--- src/rtl/ahb_copy_master.sv ---
// AHB-Lite master that copies a block of 32-bit words from a source range to a
// destination range using non-overlapped SINGLE word transfers (read, then write).
module ahb_copy_master #(
    parameter int LEN_W = 16
) (
    input  logic             HCLK,
    input  logic             HRESETn,
    input  logic             start,
    input  logic [31:0]      src_addr,
    input  logic [31:0]      dst_addr,
    input  logic [LEN_W-1:0] len,
    output logic             busy,
    output logic             done,
    output logic             error,
    output logic [31:0]      HADDR,
    output logic [1:0]       HTRANS,
    output logic             HWRITE,
    output logic [2:0]       HSIZE,
    output logic [2:0]       HBURST,
    output logic [3:0]       HPROT,
    output logic [31:0]      HWDATA,
    input  logic [31:0]      HRDATA,
    input  logic             HREADY,
    input  logic             HRESP
);

    typedef enum logic [2:0] {
        S_IDLE,
        S_RA,
        S_RD,
        S_WA,
        S_WD,
        S_FIN
    } state_t;

    state_t           r_state,   w_state_nxt;
    logic [31:0]      r_src_ptr, w_src_nxt;
    logic [31:0]      r_dst_ptr, w_dst_nxt;
    logic [31:0]      r_buf,     w_buf_nxt;
    logic [31:0]      r_haddr,   w_haddr_nxt;
    logic [LEN_W-1:0] r_count,   w_count_nxt;
    logic             r_hwrite,  w_hwrite_nxt;
    logic             r_error,   w_error_nxt;

    // Word alignment is forced, so the low address bits never reach the bus.
    logic w_unused;
    assign w_unused = ^{src_addr[1:0], dst_addr[1:0]};

    always_comb begin
        // NOTE: every signal assigned here gets a default first, so no path infers a latch.
        w_state_nxt  = r_state;
        w_src_nxt    = r_src_ptr;
        w_dst_nxt    = r_dst_ptr;
        w_buf_nxt    = r_buf;
        w_haddr_nxt  = r_haddr;
        w_count_nxt  = r_count;
        w_hwrite_nxt = r_hwrite;
        w_error_nxt  = r_error;

        unique case (r_state)
            S_IDLE: begin
                if (start) begin
                    w_src_nxt   = {src_addr[31:2], 2'b00};
                    w_dst_nxt   = {dst_addr[31:2], 2'b00};
                    w_count_nxt = len;
                    w_error_nxt = 1'b0;
                    if (len != '0) begin
                        w_state_nxt  = S_RA;
                        w_haddr_nxt  = {src_addr[31:2], 2'b00};
                        w_hwrite_nxt = 1'b0;
                    end else begin
                        w_state_nxt = S_FIN;
                    end
                end
            end
            S_RA: begin
                if (HREADY) w_state_nxt = S_RD;
            end
            S_RD: begin
                if (HREADY) begin
                    if (HRESP) begin
                        w_error_nxt = 1'b1;
                        w_state_nxt = S_FIN;
                    end else begin
                        w_buf_nxt    = HRDATA;
                        w_state_nxt  = S_WA;
                        w_haddr_nxt  = r_dst_ptr;
                        w_hwrite_nxt = 1'b1;
                    end
                end
            end
            S_WA: begin
                if (HREADY) w_state_nxt = S_WD;
            end
            S_WD: begin
                if (HREADY) begin
                    if (HRESP) begin
                        w_error_nxt = 1'b1;
                        w_state_nxt = S_FIN;
                    end else begin
                        w_src_nxt   = r_src_ptr + 32'd4;
                        w_dst_nxt   = r_dst_ptr + 32'd4;
                        w_count_nxt = r_count - LEN_W'(1);
                        // The count test uses the pre-decrement value: 1 means this was the last word.
                        if (r_count == LEN_W'(1)) begin
                            w_state_nxt = S_FIN;
                        end else begin
                            w_state_nxt  = S_RA;
                            w_haddr_nxt  = r_src_ptr + 32'd4;
                            w_hwrite_nxt = 1'b0;
                        end
                    end
                end
            end
            S_FIN: begin
                w_state_nxt = S_IDLE;
            end
            default: begin
                w_state_nxt = S_IDLE;
            end
        endcase
    end

    always_ff @(posedge HCLK or negedge HRESETn) begin
        if (!HRESETn) begin
            r_state   <= S_IDLE;
            r_src_ptr <= '0;
            r_dst_ptr <= '0;
            r_buf     <= '0;
            r_haddr   <= '0;
            r_count   <= '0;
            r_hwrite  <= 1'b0;
            r_error   <= 1'b0;
        end else begin
            // NOTE: state registers use non-blocking assignments so every flop samples pre-edge values.
            r_state   <= w_state_nxt;
            r_src_ptr <= w_src_nxt;
            r_dst_ptr <= w_dst_nxt;
            r_buf     <= w_buf_nxt;
            r_haddr   <= w_haddr_nxt;
            r_count   <= w_count_nxt;
            r_hwrite  <= w_hwrite_nxt;
            r_error   <= w_error_nxt;
        end
    end

    assign busy   = (r_state != S_IDLE);
    assign done   = (r_state == S_FIN);
    assign error  = r_error;
    assign HTRANS = (r_state == S_RA || r_state == S_WA) ? 2'b10 : 2'b00;
    assign HADDR  = r_haddr;
    assign HWRITE = r_hwrite;
    assign HWDATA = r_buf;
    assign HSIZE  = 3'b010;
    assign HBURST = 3'b000;
    assign HPROT  = 4'b0011;

endmodule

--- config.mk ---
export PLATFORM = sky130hd
export DESIGN_NAME = ahb_copy_master
export DESIGN_NICKNAME = d
export VERILOG_FILES = /design/src/rtl/ahb_copy_master.sv
export SDC_FILE = /design/constraint.sdc
export NUM_CORES = 1
export LEC_CHECK = 0
export ABC_AREA = 1
export CORE_UTILIZATION = 40
export DETAILED_ROUTE_END_ITERATION = 8
export GPL_ROUTABILITY_DRIVEN = 0
export PLACE_DENSITY = 0.66
export SYNTH_ARGS = -nofsm -noshare
export SYNTH_HDL_FRONTEND = slang
export SYNTH_SLANG_ARGS = --single-unit
export TNS_END_PERCENT = 100
--- constraint.sdc ---
create_clock -name HCLK -period 2.3 [get_ports HCLK]
set_clock_uncertainty 0.15 [all_clocks]
set_input_delay 0.46 -clock HCLK [delete_from_list [all_inputs] [get_ports HCLK]]
set_output_delay 0.46 -clock HCLK [all_outputs]
set_load 0.02 [all_outputs]
==> reports/metrics.yaml, run 1 <==
status:
  status: "finished clean"
routing:
  routed_wirelength_mm: 25.5
  drcViolationCount: 0
  ant_nets: 0
  drt-wirelength-per-cell_microns: 14.9
  vias_per_cell: 5.10
  drt_pass1_iterations: 5
  vias: 8731
  drt-initial-drc-count: 473
critical_path:
  startpoint_type: "register"
  reg2reg_from: "r_state[1]$_DFFE_PN0P_"
  critPathCaptureType: "output port"
  crit_fanout: 4
  crit_type: "reg -> out"
  arrival_ns: 1.57
  worstSetupStartpoint: "r_state[1]$_DFFE_PN0P_"
  worst_ep_required_time_ns: 1.69
hold_path:
  hold_start: "HWRITE$_DFFE_PN0P_"
  hp-class: "reg -> reg"
synthesis:
  yosys.area.top_type_share_pct: 41.6
  synth-seq-cells: 144
  syn_avg_cell_area_sq_um: 7.01
  netlist_area_sq_mm: 0.00866
  yosysUniqueCellTypes: 34
  yosysTopAreaCell: "dfrtp_1"
  synth_area_leaders: "dfrtp_1 (42%), nand2_1 (17%), nor2_1 (9.1%)"
  seq_area_frac_synth_pct: 41.6
  yosysWarnings: 0
  synthCells: 1236
clock_network:
  post-cts-setup-buffers: 0
  cts_tree: "done"
  cts_buffers: 17
  clockBufferDepth: 2
  htree_levels: 4
  clock_latency_ns: 0.42
  cts.clk_slew.worst_paths_ns: 0.06
  cts_sinks: 144
  cts-root-buf: "clkbuf_16"
timing:
  drv_slew: 0
  maxSlewHeadroom_pct: 61.3
  hold_viol: 0
  setup_tns_ns: 0
  setup_viol: 0
  worst_pin_slew_ns: 0.579
  max_freq_ghz: 0.458
  fin_crit_sh_pct: 95.0
  post-route-min-period_ns: 2.18
  worst_hold_slack_ns: 0.323
  rsz0062_at_grt: "false"
placed_design:
  hpwl_mm: 18.8
  port_buffers: 181
  place_area_sq_mm: 0.0110
global_routing:
  grt_start_max_net_pins: 69
  grt.total_usage_pct: 24.0
  overflow: 0
  grt_pass1_vias: 8490
  grt_pass1_wl_mm: 41.9
  antenna_found_initial: 0
pwr:
  leakage_nw: 5.23
  vdd_drop_max_uv: 602
  power.density_mw_per_mm2: 1380
finish:
  area_growth_pct: 34.5
  fin_nets: 1546
  fillers: 2033
  mostFrequentLayoutCells: "nand2_1 (391), nor2_1 (204), clkdlybuf4s50_1 (177)"
  antenna_cells: 0
  final_common_cell: "nand2_1"
  final_area_sq_mm: 0.0117
  drive_above_1_share_pct: 8.41
die:
  rows: 53
  fp.dieArea_sq_mm: 0.0222
  io_pins: 197
  initial_core_util_pct: 40.9
  core_sq_mm: 0.0212
  die_width_microns: 149
  die_h_microns: 149
job:
  max-cap-violations: 0
sequential cells by signal (all words and copies together), names as in the netlist:
signal,flops
HADDR,31
HWDATA,32
HWRITE,1
error,1
r_count,16
r_dst_ptr,30
r_src_ptr,30
r_state,3
cell usage after synthesis (all sizes together):
library cell	n
buf	55
conb	2
a21oi	65
o31ai	1
or2	1
a31oi	7
nand2	394
nor3b	1
a22oi	16
nand4	5
mux2	32
ha	4
nand3	92
inv	82
xnor2	1
o21bai	6
dfrtp	144
xor2	9
o211ai	10
clkbuf	4
nand3b	7
a22o	1
nor3	9
o22ai	7
o21a	1
nor2	213
o21ai	67
cell families after synthesis:
| kind of cell | count (synthesis) | synth area share [%] |
|---|---|---|
| simple gates | 722 | 33.5 |
| flops | 144 | 41.6 |
| other cells | 2 | 0.0867 |
| compound gates | 181 | 11.7 |
| mux | 32 | 4.16 |
| fa+ha+maj | 4 | 0.578 |
| xor+xnor | 10 | 1.01 |
| buf+inv | 141 | 7.40 |
critical path, cell delays in order, from the launching register on:
cell,delay [ns]
dfrtp_1,0.37
inv_1,0.10
nand2_1,0.14
nor2_4,0.17
inv_1,0.06
dlygate4sd2_1,0.31
area by class of cell:
cell class	instances	area (sq um)	share of cell area [%]
Tap cell	275	344	2.95
Multi-Input combinational cell	960	4480	38.5
Inverter	82	308	2.64
Sequential cell	144	3600	30.9
Clock buffer	20	457	3.92
Clock inverter	12	183	1.57
Timing Repair Buffer	220	2270	19.5
layer usage:
| layer | track usage, % | share of wire [%] | up-vias |
|---|---|---|---|
| met3 | 4.10 | 5.9 | 35 |
| met4 | 8.06 | 2.0 | 0 |
| li1 | - | - | 4376 |
| met5 | 0 | 0 | - |
| met2 | 40.2 | 48 | 267 |
| met1 | 31.2 | 44 | 4053 |
final timing paths:
path | endpoint | slack (ns) | cells after the start
worst max-delay path | busy | 0.12 | 5
worst min-delay path | HWRITE$_DFFE_PN0P_ | 0.32 | 2
worst max register to register | r_count[4]$_DFFE_PN0P_ | 0.18 | 11
worst min register to register | HWRITE$_DFFE_PN0P_ | 0.32 | 2
max in group asynchronous | r_count[1]$_DFFE_PN0P_ | 1.01 | 3
min in group asynchronous | HADDR[1]$_DFFE_PN0P_ | 0.36 | 2
power breakdown:
group	total (mW)	leakage [nW]	internal [mW]	switching [mW]
combinational	8.16	3.20	3.42	4.75
sequential	4.90	1.72	3.79	1.10
clock	3.02	0.303	1.88	1.13
repair_timing:
action / 4_1_cts / 5_1_grt
endpoints found under the setup margin: 17 / 18
gates resized for setup: 5 / 7
hold buffers: 1 / 0
hold endpoints to repair: 34 / 0
through the flow:
stage | instances | power, mW | worst slack [ns] | util, %
floorplan | 1245 | 9.82 | 0.597 | -
global placement | 1680 | 12.9 | -0.113 | 51.9
detailed placement | 1680 | 13.0 | -0.119 | 51.9
CTS | 1713 | 16.1 | 0.0399 | 55.0
global route | 1713 | 17.4 | 0.0178 | 55.1
finish | 1713 | 16.1 | 0.115 | 55.1
Power figures use the tool's default switching activity.
==> run 2: changes to the inputs <==
--- a/config.mk
+++ b/config.mk
@@ -10,6 +10,7 @@
 export DETAILED_ROUTE_END_ITERATION = 8
 export GPL_ROUTABILITY_DRIVEN = 0
 export PLACE_DENSITY = 0.66
+export SLEW_MARGIN = 20
 export SYNTH_ARGS = -nofsm -noshare
 export SYNTH_HDL_FRONTEND = slang
 export SYNTH_SLANG_ARGS = --single-unit
==> results of run 2 <==
Same layout as run 1: the final DEF is identical, and so are final timing and power.
